File: config.mk
export PLATFORM = sky130hd
export DESIGN_NAME = led_share_arbiter_flat
export DESIGN_NICKNAME = d
export VERILOG_FILES = /design/src/rtl/led_share_arbiter_if.sv /design/src/rtl/led_share_arbiter.sv /design/src/flat_wrapper.sv
export SDC_FILE = /design/constraint.sdc
export NUM_CORES = 1
export LEC_CHECK = 0
export ABC_CLOCK_PERIOD_IN_PS = 4500
export BUFFER_PORTS_ARGS = -buffer_cell sky130_fd_sc_hd__buf_2
export CORE_MARGIN = 1.5
export CORE_UTILIZATION = 45
export CTS_CLUSTER_DIAMETER = 120
export CTS_CLUSTER_SIZE = 16
export DETAILED_ROUTE_END_ITERATION = 12
export PLACE_DENSITY = 0.82
export SLEW_MARGIN = 20
export SYNTH_ARGS = -nofsm -noshare
export SYNTH_HDL_FRONTEND = slang
export SYNTH_SLANG_ARGS = --single-unit
File: constraint.sdc
create_clock -name i_clk -period 4.5 [get_ports i_clk]
set_clock_uncertainty 0.15 [all_clocks]
set_input_delay 0.675 -clock i_clk [delete_from_list [all_inputs] [get_ports i_clk]]
set_output_delay 0.675 -clock i_clk [all_outputs]
set_load 0.01 [all_outputs]
File: src/rtl/led_share_arbiter_if.sv
// LED-bank sharing bus: requester side drives req/data, arbiter drives leds/grant/busy.
// Purely wiring; no latency and no backpressure.
interface led_share_arbiter_if #(
    parameter int NREQ  = 3,
    parameter int WIDTH = 5
);
    logic [NREQ-1:0]       req;
    logic [NREQ*WIDTH-1:0] data;
    logic [WIDTH-1:0]      leds;
    logic [NREQ-1:0]       grant;
    logic                  busy;

    modport master (output req, data, input leds, grant, busy);
    modport slave  (input req, data, output leds, grant, busy);
endinterface

File: src/rtl/led_share_arbiter.sv
// Round-robin LED-bank arbiter with minimum dwell; all outputs registered, 1-cycle latency, no backpressure.
// Optional macro LED_ARB_PRIO_EN makes requester 0 a strict-priority preemptor.
module led_share_arbiter #(
    parameter int NREQ        = 3,
    parameter int WIDTH       = 5,
    parameter int HOLD_CYCLES = 4
) (
    input  logic                 i_clk,
    input  logic                 i_rst,
    led_share_arbiter_if.slave   bus
);
    localparam int IW = (NREQ > 1) ? $clog2(NREQ) : 1;
    localparam int DW = (HOLD_CYCLES > 1) ? $clog2(HOLD_CYCLES) : 1;
    localparam logic [DW-1:0] DWELL_MAX = DW'(HOLD_CYCLES - 1);

    typedef enum logic {IDLE, OWN} state_t;

    state_t            r_state, w_state_nxt;
    logic [IW-1:0]     r_owner, w_owner_nxt;
    logic [IW-1:0]     r_last,  w_last_nxt;
    logic [DW-1:0]     r_dwell, w_dwell_nxt;
    logic [WIDTH-1:0]  r_leds,  w_leds_nxt;
    logic [NREQ-1:0]   r_grant, w_grant_nxt;
    logic              r_busy,  w_busy_nxt;

    logic [IW-1:0]     w_pick;
    logic [IW-1:0]     w_new_idx;
    logic              w_grant_new;
    logic              w_others;

    // Search starts just after the last granted index, so the last owner is tried last.
    function automatic logic [IW-1:0] rr_pick(input logic [NREQ-1:0] req,
                                              input logic [IW-1:0]   last);
        logic [IW-1:0] pick;
        logic          found;
        int            idx;
        pick  = '0;
        found = 1'b0;
        for (int k = 1; k <= NREQ; k++) begin
            idx = (int'(last) + k) % NREQ;
            if (!found && req[idx]) begin
                pick  = IW'(idx);
                found = 1'b1;
            end
        end
        return pick;
    endfunction

    assign w_pick   = rr_pick(bus.req, r_last);
    assign w_others = |(bus.req & ~r_grant);

    always_comb begin
        w_state_nxt = r_state;
        w_owner_nxt = r_owner;
        w_last_nxt  = r_last;
        w_dwell_nxt = r_dwell;
        w_leds_nxt  = r_leds;
        w_grant_nxt = r_grant;
        w_busy_nxt  = r_busy;
        w_grant_new = 1'b0;
`ifdef LED_ARB_PRIO_EN
        w_new_idx   = bus.req[0] ? '0 : w_pick;
`else
        w_new_idx   = w_pick;
`endif

        case (r_state)
            IDLE: begin
                w_leds_nxt  = '0;
                w_grant_nxt = '0;
                w_busy_nxt  = 1'b0;
                w_dwell_nxt = '0;
                if (|bus.req)
                    w_grant_new = 1'b1;
            end
            OWN: begin
                if (!bus.req[r_owner]) begin
                    if (|bus.req) begin
                        w_grant_new = 1'b1;
                    end else begin
                        w_state_nxt = IDLE;
                        w_leds_nxt  = '0;
                        w_grant_nxt = '0;
                        w_busy_nxt  = 1'b0;
                        w_dwell_nxt = '0;
                    end
                end
`ifdef LED_ARB_PRIO_EN
                else if (r_owner != '0 && bus.req[0])
                    w_grant_new = 1'b1;
                else if (r_owner != '0 && r_dwell == DWELL_MAX && w_others)
                    w_grant_new = 1'b1;
`else
                else if (r_dwell == DWELL_MAX && w_others)
                    w_grant_new = 1'b1;
`endif
                else begin
                    w_leds_nxt = bus.data[int'(r_owner)*WIDTH +: WIDTH];
                    if (r_dwell != DWELL_MAX)
                        w_dwell_nxt = r_dwell + 1'b1;
                end
            end
            default: w_state_nxt = IDLE;
        endcase

        if (w_grant_new) begin
            w_state_nxt = OWN;
            w_owner_nxt = w_new_idx;
            w_last_nxt  = w_new_idx;
            w_dwell_nxt = '0;
            w_leds_nxt  = bus.data[int'(w_new_idx)*WIDTH +: WIDTH];
            w_grant_nxt = {{(NREQ-1){1'b0}}, 1'b1} << w_new_idx;
            w_busy_nxt  = 1'b1;
        end
    end

    always_ff @(posedge i_clk or posedge i_rst) begin
        if (i_rst) begin
            r_state <= IDLE;
            r_owner <= '0;
            r_last  <= IW'(NREQ - 1);
            r_dwell <= '0;
            r_leds  <= '0;
            r_grant <= '0;
            r_busy  <= 1'b0;
        end else begin
            r_state <= w_state_nxt;
            r_owner <= w_owner_nxt;
            r_last  <= w_last_nxt;
            r_dwell <= w_dwell_nxt;
            r_leds  <= w_leds_nxt;
            r_grant <= w_grant_nxt;
            r_busy  <= w_busy_nxt;
        end
    end

    assign bus.leds  = r_leds;
    assign bus.grant = r_grant;
    assign bus.busy  = r_busy;
endmodule

File: src/flat_wrapper.sv
// flat-port wrapper written by rule: the top's interface ports become plain ports
module led_share_arbiter_flat 
#(
    parameter int NREQ        = 3,
    parameter int WIDTH       = 5,
    parameter int HOLD_CYCLES = 4
)
  (i_clk, i_rst, bus_req, bus_data, bus_leds, bus_grant, bus_busy);
  led_share_arbiter_if #(.NREQ(NREQ), .WIDTH(WIDTH)) bus_i ();
  input  logic i_clk;
  input  logic i_rst;
  input wire logic [$bits(bus_i.req)-1:0] bus_req;
  input wire logic [$bits(bus_i.data)-1:0] bus_data;
  output wire logic [$bits(bus_i.leds)-1:0] bus_leds;
  output wire logic [$bits(bus_i.grant)-1:0] bus_grant;
  output wire logic [$bits(bus_i.busy)-1:0] bus_busy;
  assign bus_i.req = bus_req;
  assign bus_i.data = bus_data;
  assign bus_leds = bus_i.leds;
  assign bus_grant = bus_i.grant;
  assign bus_busy = bus_i.busy;
  led_share_arbiter #(.NREQ(NREQ), .WIDTH(WIDTH), .HOLD_CYCLES(HOLD_CYCLES)) u_core (.i_clk(i_clk), .i_rst(i_rst), .bus(bus_i));
endmodule
* Word level (Yosys, flattened, before mapping)
Cells that the tools add are included.
Storage, ports and cells: flip-flop bits (word level) 16, bits of input ports 20, output and inout bits 9, word-level logic and storage cells 85
Cells by class: add/sub/neg operators 4, multipliers 2, divide/modulo/power cells 3, $lt $le $gt $ge 4, equality and inequality tests 7, shift-type cells 3, multiplexer cells 42, bitwise operators 3, reduce and logical (&&, ||, !) cells 10
Operator list (count):
- $lt A32 B4 Y1 const B | 3
- $mod A32 B3 Y32 const B | 3
- $shiftx A15 B32 Y5 | 2
- $mux W5 | 4
- $mux W1 | 18
- $mux W2 | 8
- $ne A4 B4 Y1 const B | 3
- $mul A2 B3 Y5 const B | 2
- $pmux W5 S2 | 1
- $mux W3 | 3
- $bmux W1 S2 | 4
- $add A2 B2 Y3 const B | 2
- $ne A3 B3 Y1 const B | 2
- $pmux W3 S2 | 1
- $reduce_or A3 Y1 | 2
- $pmux W1 S2 | 2
- $pmux W2 S2 | 1
- $reduce_and A2 Y1 | 2
- $add A2 B1 Y3 const B | 1
- $and A3 B3 Y3 | 1
- $logic_and A1 B1 Y1 | 3
- $lt A2 B3 Y1 const B | 1
- $not A3 Y3 | 1
- $reduce_and A3 Y1 | 1
- other kinds (6) | 7

* Longest topological paths before layout
Gate-level depths: netlist of run 1.
depth in word-level cells 15, depth in mapped cells 9, depth with buffers taken out 7

* Worst setup path after synthesis of run 1
OpenSTA, ideal clock, no wires.
kind flip-flop to flip-flop, start point register u_core.r_last[0], end point register u_core.r_leds[0] (netlist: u_core.bus.leds[0]), setup time 0.090 ns, data arrival time 1.942 ns, data required time 4.260 ns, setup slack 2.318 ns, stages on the path, launching flop included 10, clock period less this slack 2.182 ns, path through dfrtp_1 -> buf_2 -> inv_1 -> ha_1 -> and2b_1 -> o211ai_1 -> o41ai_2 -> or3_1 -> buf_6 -> o221ai_1
Between the ends: longest elaborated chain between the ends 15, elaborated cells between the ends (all ways) 27
RTL lines:
- start: declaration | RTL line led_share_arbiter.sv:20 | logic [IW-1:0] r_last, w_last_nxt;
- start signal: assignment | RTL line led_share_arbiter.sv:121 | r_last <= IW'(NREQ - 1);
- start signal: assignment | RTL line led_share_arbiter.sv:129 | r_last <= w_last_nxt;
- $add A2 B1 Y3 | RTL line led_share_arbiter.sv:40 | idx = (int'(last) + k) % NREQ;
- $mod A32 B3 Y32 | RTL line led_share_arbiter.sv:40
- $bmux W1 S2 | RTL line led_share_arbiter.sv:41 | if (!found && req[idx]) begin
- $mux W1 (implied by the code) (2 in series) | RTL line led_share_arbiter.sv:41
- $mux W1 | RTL line led_share_arbiter.sv:41
- $logic_not A1 Y1 | RTL line led_share_arbiter.sv:41
- $logic_and A1 B1 Y1 | RTL line led_share_arbiter.sv:41
- $mux W1 | RTL line led_share_arbiter.sv:41
- $logic_not A1 Y1 | RTL line led_share_arbiter.sv:41
- $logic_and A1 B1 Y1 | RTL line led_share_arbiter.sv:41
- $mux W2 * | RTL line led_share_arbiter.sv:41
- $mul A2 B3 Y5 * | RTL line led_share_arbiter.sv:111 | w_leds_nxt = bus.data[int'(w_new_idx)*WIDTH +: WIDTH];
- $shiftx A15 B32 Y5 * | RTL line led_share_arbiter.sv:111
- $mux W5 * | RTL line led_share_arbiter.sv:106 | if (w_grant_new) begin
- end signal: assignment | RTL line led_share_arbiter.sv:131 | r_leds <= w_leds_nxt;
- end: declaration | RTL line led_share_arbiter.sv:22 | logic [WIDTH-1:0] r_leds, w_leds_nxt;
Mark *: on every way between the ends. The rest lies on a longest branch, timed or not. The select of a mux whose other input is x is not followed. A chain may end at the register's enable or synchronous reset.

* Worst setup path after layout of run 1
start point register u_core.r_last[0], end point register u_core.r_leds[1] (netlist: u_core.bus.leds[1])
Same word-level chain as after synthesis.

==> results of run 1 <==
-- worst reg2reg max path, cell delays in order (launching register included) --
cell	delay (ns)
dfrtp_1	0.53
inv_1	0.12
ha_1	0.42
nor2b_1	0.27
nor3b_1	0.10
o31ai_2	0.56
nand2_1	0.14
o221ai_1	0.22
-- flip-flops by register name, indices dropped and copies added (netlist names) --
name,cells
u_core.r_state,1
u_core.bus.grant,3
u_core.r_dwell,2
u_core.bus.busy,1
u_core.r_owner,1
u_core.bus.leds,5
u_core.r_last,2
-- final timing paths --
check	from	endpoint	slack [ns]	cells past startpoint
min in group i_clk	u_core.bus.busy$_DFFE_PP0P_	u_core.bus.busy$_DFFE_PP0P_	0.36	2
setup reg to reg	u_core.r_last[0]$_DFFE_PP0P_	u_core.bus.leds[1]$_DFFE_PP0P_	1.91	7
hold reg to reg	u_core.bus.busy$_DFFE_PP0P_	u_core.bus.busy$_DFFE_PP0P_	0.36	2
hold / removal	i_rst	u_core.r_state$_DFF_PP0_	0.27	2
setup / recovery	u_core.r_last[0]$_DFFE_PP0P_	u_core.bus.leds[1]$_DFFE_PP0P_	1.91	7
max in group asynchronous	i_rst	u_core.bus.leds[4]$_DFFE_PP0P_	3.55	2
-- layout make-up --
class,instances,area share
tap,28,0.0286
timing repair buffer,28,0.114
clock buffer,4,0.0214
multi-input combinational,92,0.507
inverter,7,0.0214
sequential,15,0.307
-- power groups by stage --
stage	sequential [mW]	combinational (mW)	clock [mW]
floorplan	0.240	0.454	0
global placement	0.249	0.518	0
detailed placement	0.252	0.549	0
CTS	0.250	0.551	0.0781
global route	0.256	0.611	0.0870
finish	0.250	0.552	0.0778
-- cell usage after synthesis, types with 2 or more instances --
cell type | n | share of area
o221ai_1 | 5 | 0.041
o21ai_1 | 2 | 0.0094
nor2_1 | 2 | 0.0070
buf_6 | 2 | 0.021
mux2i_1 | 13 | 0.12
nand2b_1 | 2 | 0.012
nor2b_1 | 5 | 0.029
nor3_1 | 2 | 0.0094
nand2_1 | 23 | 0.081
nand3b_1 | 3 | 0.021
a21oi_1 | 4 | 0.019
dfrtp_1 | 14 | 0.33
buf_2 | 4 | 0.019
o21a_1 | 2 | 0.014
ha_1 | 4 | 0.047
inv_1 | 7 | 0.025
o21ai_0 | 6 | 0.028
and2b_1 | 2 | 0.014
nand3_1 | 2 | 0.0094
-- cells in the final DEF, fill, tap and decap left out, drive strengths merged, types with 3 or more instances in the layout --
master	netlist	routed
a21oi	4	4
buf	6	28
clkbuf	0	4
dfrtp	14	14
ha	4	4
inv	7	7
mux2i	13	13
nand2	23	23
nand3b	3	3
nor2b	5	5
o21ai	8	8
o221ai	6	6
-- stage by stage --
| stage | utilization | cell area [um2] | total power [mW] | hold slack, ns |
|---|---|---|---|---|
| 3_3_place_gp | 0.537 | 1200 | 0.767 | 0.355 |
| 5_1_grt | 0.549 | 1230 | 0.955 | 0.323 |
| 3_5_place_dp | 0.537 | 1200 | 0.801 | 0.358 |
| 2_1_floorplan | - | 1070 | 0.695 | 0.361 |
| 6_report | 0.549 | 1230 | 0.880 | 0.275 |
| 4_1_cts | 0.549 | 1230 | 0.879 | 0.306 |
-- metal layers --
layer,routed length (um),global-route usage,part of all wire
met1,1030,0.229,0.42
met5,0,0,0
met2,1290,0.378,0.52
met4,23,0.0833,0.0093
met3,125,0.0316,0.051
-- kinds of logic after synthesis --
| family | after synthesis | share of synthesized area |
|---|---|---|
| muxes | 13 | 0.122 |
| DFF | 15 | 0.353 |
| AOI/OAI and AO/OA | 28 | 0.195 |
| adders and majority gates | 4 | 0.0469 |
| buffers and inverters | 13 | 0.0645 |
| and+or+nand+nor | 47 | 0.219 |
==> flow_metrics.tcl, run 1 <==
set metrics [dict create \
    cts_resized 0 \
    grt_usage 0.203 \
    pwr_density_cell_nw_per_um2 717 \
    worst_slack_ns 1.91 \
    drc_errors 0 \
    final_hold_viol_count 0 \
    antenna_left 0 \
    fin_tns_setup_ns 0 \
    diodes 0 \
    crit_arrival_ns 2.63 \
    insertion_delay_ns 0.28 \
    hp-class "in -> async" \
    cap_violations 0 \
    stdcell_count 174 \
    maxSlewHeadroom 0.610 \
    path_cells "inv_1, ha_1, nor2b_1, nor3b_1, o31ai_2, nand2_1, o221ai_1" \
    synthCells 120 \
    p_int_mw 0.470 \
    fp-row-count 17 \
    critical_path_class "reg -> reg" \
    tritoncts "built" \
    mappedNetlistArea_um2 1070 \
    clkTransAtPathRegs_ns 0.09 \
    worst-path-buf-inv 1 \
    die_w_um 51.7 \
    grt_pass1_wl_um 4000 \
    cts_sinks 15 \
    crit_slowest_cell "o31ai_2" \
    die_area_um2 2670 \
    portBuffers 28 \
    synth_seq_area_share 0.353 \
    cts-htree-levels 1 \
    cp_max_fo 11 \
    vias 981 \
    worst_pin_slew_ns 0.581 \
    p_switching_mw 0.409 \
    pre_cts_ws_ns 2.00 \
    ios 29 \
    cpPeakStageDelay_ns 0.56 \
    p_leak_nw 0.589 \
    cts_buffers 3 \
    fillerInstances 203 \
    place_hpwl_um 1910 \
    fin_nets 171 \
    wl_per_cell_um 14.1 \
    synth_edf_count 0 \
    setup_viol 0 \
    post_cts_buffers 0 \
    p_comb_frac 0.628 \
    yosys_warnings 0 \
    switching_share 0.465 \
    clkPwrFrac 0.088 \
    start_util 0.478 \
    hold_buffers 0 \
    yosysUniqueCellTypes 35 \
    core_um2 2230 \
    die_h_um 51.7 \
    ys_seq_elements 15 \
    grt_pass1_vias 962 \
    avgSynthCellArea_um2 8.89 \
    via_per_inst 5.64 \
    worst_setup_path_end_kind "register" \
    clockBufferDepth 2 \
    status "completed" \
    min_period_ns 2.59 \
    rsz0062_at_grt "false" \
    layout-drive-gt1-share 0.253 \
    timing.fmax_mhz 386 \
    critPathLaunchType "register" \
    gp_congestion 0.792 \
    seqPwrFrac 0.284 \
    wl_um 2460 \
    grt_max_degree 16 \
    seq_area_um2 377 \
    dp.cells 170 \
    synth_ff_type "dfrtp_1" \
    critPathTopFamily "compound AO/OA/AOI/OAI gates" \
    grt_overflow 0 \
    ys_async_sr_fraction 1.00 \
    maxSlewViolCount 0 \
    cts_root_buf "clkbuf_4" \
    peakVddDrop_v 0.000412 \
    syn_nets 144 \
    dr.pass1.iters 4 \
    min_period_over_period 0.576 \
    multi_input_area_um2 622 \
    area_delta_synth_final_pct 14.9 \
    drt-initial-drc-count 21 \
    worstPathRequired_ns 4.54 \
    antenna_found_initial 0 \
]
Note: power is estimated with default switching activity, not from simulation.
==> inputs of run 2 (changes only) <==
Settings changed: ABC_CLOCK_PERIOD_IN_PS 4500 to 2600.
Clock period 4.5 ns to 2.6 ns, I/O delays scaled along.
==> run 2 against run 1 <==
Effect of this change:
- global-route usage rose by 2.0 points
- die area stayed put
- critical path depth is 1 lower
- setup slack got worse by 1.7 ns
- first-iteration DRC count up 19%
- total power increased by 80%
- non-clock buffer count is 2 higher
- combinational power is 87% higher
- final cell count increased by 1.1%
- final area up 2.1%
- largest cell class unchanged
- highest routed layer unchanged
==> flow_metrics.tcl, run 2 (synthesis results as in run 1) <==
set metrics [dict create \
    start_util 0.478 \
    core_um2 2230 \
    rr_worst_depth 6 \
    grt_max_degree 16 \
    final_cell_mix "buf_2 (28), nand2_1 (22), dfrtp_1 (14)" \
    p_switching_mw 0.725 \
    cts_root_buf "clkbuf_4" \
    worst_pin_slew_ns 0.601 \
    grt_pass1_wl_um 4280 \
    worstPathRequired_ns 2.65 \
    fin_nets 173 \
    clkPwrFrac 0.086 \
    fin_tns_setup_ns 0 \
    place_hpwl_um 1930 \
    reg2reg_from "u_core.r_last[1]$_DFFE_PP1P_" \
    wl_per_cell_um 14.4 \
    peakVddDrop_v 0.000673 \
    wl_um 2540 \
    final_common_cell "buf_2" \
    path_cells "ha_1, mux2i_2, o221ai_2, o41ai_2, nand2_2, o221ai_1" \
    grt_usage 0.223 \
    maxSlewViolCount 0 \
    seqPwrFrac 0.265 \
    setup_viol 0 \
    rsz0062_at_grt "false" \
    drt-initial-drc-count 25 \
    worst-path-buf-inv 0 \
    critPathLaunchType "register" \
    switching_share 0.459 \
    ios 29 \
    min_period_over_period 0.911 \
    p_leak_nw 0.599 \
    crit_slowest_cell "dfstp_2" \
    clkTransAtPathRegs_ns 0.09 \
    antenna_left 0 \
    cpPeakStageDelay_ns 0.56 \
    timing.fmax_mhz 422 \
    portBuffers 28 \
    dr.pass1.iters 4 \
    fillerInstances 213 \
    gp_congestion 0.762 \
    grt_pass1_vias 954 \
    min_period_ns 2.37 \
    drc_errors 0 \
    grt_overflow 0 \
    largest_register_ffs 5 \
    pwr_density_cell_nw_per_um2 1260 \
    clockBufferDepth 2 \
    critPathTopFamily "compound AO/OA/AOI/OAI gates" \
    cap_violations 0 \
    die_h_um 51.7 \
    status "completed" \
    hold_buffers 0 \
    via_per_inst 5.59 \
    layout-drive-gt1-share 0.284 \
    area_delta_synth_final_pct 17.4 \
    fin_area_um2 1250 \
    worst_setup_path_end_kind "register" \
    p_int_mw 0.855 \
    cts_sinks 15 \
    maxSlewHeadroom 0.599 \
    fp-row-count 17 \
    regToRegSetupSlack_ns 0.23 \
    p_comb_frac 0.649 \
    cts_buffers 3 \
    cp-startpoint "u_core.r_last[1]$_DFFE_PP1P_" \
    insertion_delay_ns 0.29 \
    critical_path_class "reg -> reg" \
    placed_area_um2 1210 \
    tritoncts "built" \
    die_w_um 51.7 \
    antenna_found_initial 0 \
    final_hold_viol_count 0 \
    cp_max_fo 6 \
    hp-class "in -> async" \
    cts-htree-levels 1 \
    diodes 0 \
    crit_arrival_ns 2.42 \
    vias 983 \
    die_area_um2 2670 \
    r2r_end "u_core.bus.leds[0]$_DFFE_PP0P_" \
]
-- run 2: cell types whose count changed in the layout (fill, tap and decap cells not counted) --
cell,delta
mux2i_2,+1
nand2_2,+1
nand2_1,-1
or3_4,+1
mux2i_1,-1
buf_4,+2
or3_1,-1
-- run 2: what timing repair did --
action / in CTS / in global routing
setup endpoints to repair: 0 / 2
gates resized for setup: 0 / 3
buffers inserted: 0 / 0
-- run 2: area by class of cell --
class / instances / area [um2] / area share
Multi-Input combinational cell: 92 / 633 / 0.505
Sequential cell: 15 / 377 / 0.301
Timing Repair Buffer: 30 / 155 / 0.124
Tap cell: 28 / 35.0 / 0.0280
Clock buffer: 4 / 26.3 / 0.0210
Inverter: 7 / 26.3 / 0.0210
-- run 2: how the worst max path moves through the flow --
| stage | endpoint | cells after the start |
|---|---|---|
| CTS | u_core.bus.leds[0]$_DFFE_PP0P_ | 6 |
| finish | u_core.bus.leds[0]$_DFFE_PP0P_ | 6 |
| global route | u_core.bus.leds[0]$_DFFE_PP0P_ | 6 |
| detailed placement | u_core.bus.leds[0]$_DFFE_PP0P_ | 6 |
| global placement | u_core.bus.leds[0]$_DFFE_PP0P_ | 6 |
| floorplan | u_core.bus.leds[0]$_DFFE_PP0P_ | 9 |
-- run 2: worst register-to-register path: cells and delay by family, from the launching register on --
family | cells | cell delay [ns]
AND/OR/NAND/NOR | 1 | 0.17
multiplexers | 1 | 0.31
adder cells (fa/ha/maj) | 1 | 0.26
AO/OA/AOI/OAI | 3 | 0.82
flip-flops | 1 | 0.56
-- run 2: per-layer routing --
metal	routed length [um]	GRT usage	up-vias
li1	-	-	483
met1	1160	0.265	470
met5	0	0	-
met2	1250	0.391	23
met4	42	0.0658	0
met3	84	0.0603	7
-- run 2: power groups by stage --
stage                     clock [mW]  sequential (mW)  combinational (mW)
after floorplan                    0            0.416               0.786
after global placement             0            0.417               0.952
after detailed placement           0            0.424                1.00
after CTS                      0.139            0.419                1.00
after global routing           0.156            0.433                1.13
final                          0.135            0.419                1.03
-- run 2: stage by stage --
| step | total power, mW | std cells | hold slack, ns | util | worst slack [ns] |
|---|---|---|---|---|---|
| finish | 1.58 | 176 | 0.00351 | 0.561 | 0.231 |
| global route | 1.72 | 176 | 0.0265 | 0.561 | 0.0430 |
| CTS | 1.56 | 176 | 0.0100 | 0.556 | 0.160 |
| detailed placement | 1.42 | 172 | 0.330 | 0.544 | 0.194 |
| global placement | 1.37 | 172 | 0.314 | 0.544 | 0.310 |
| floorplan | 1.20 | 120 | 0.141 | - | 0.418 |
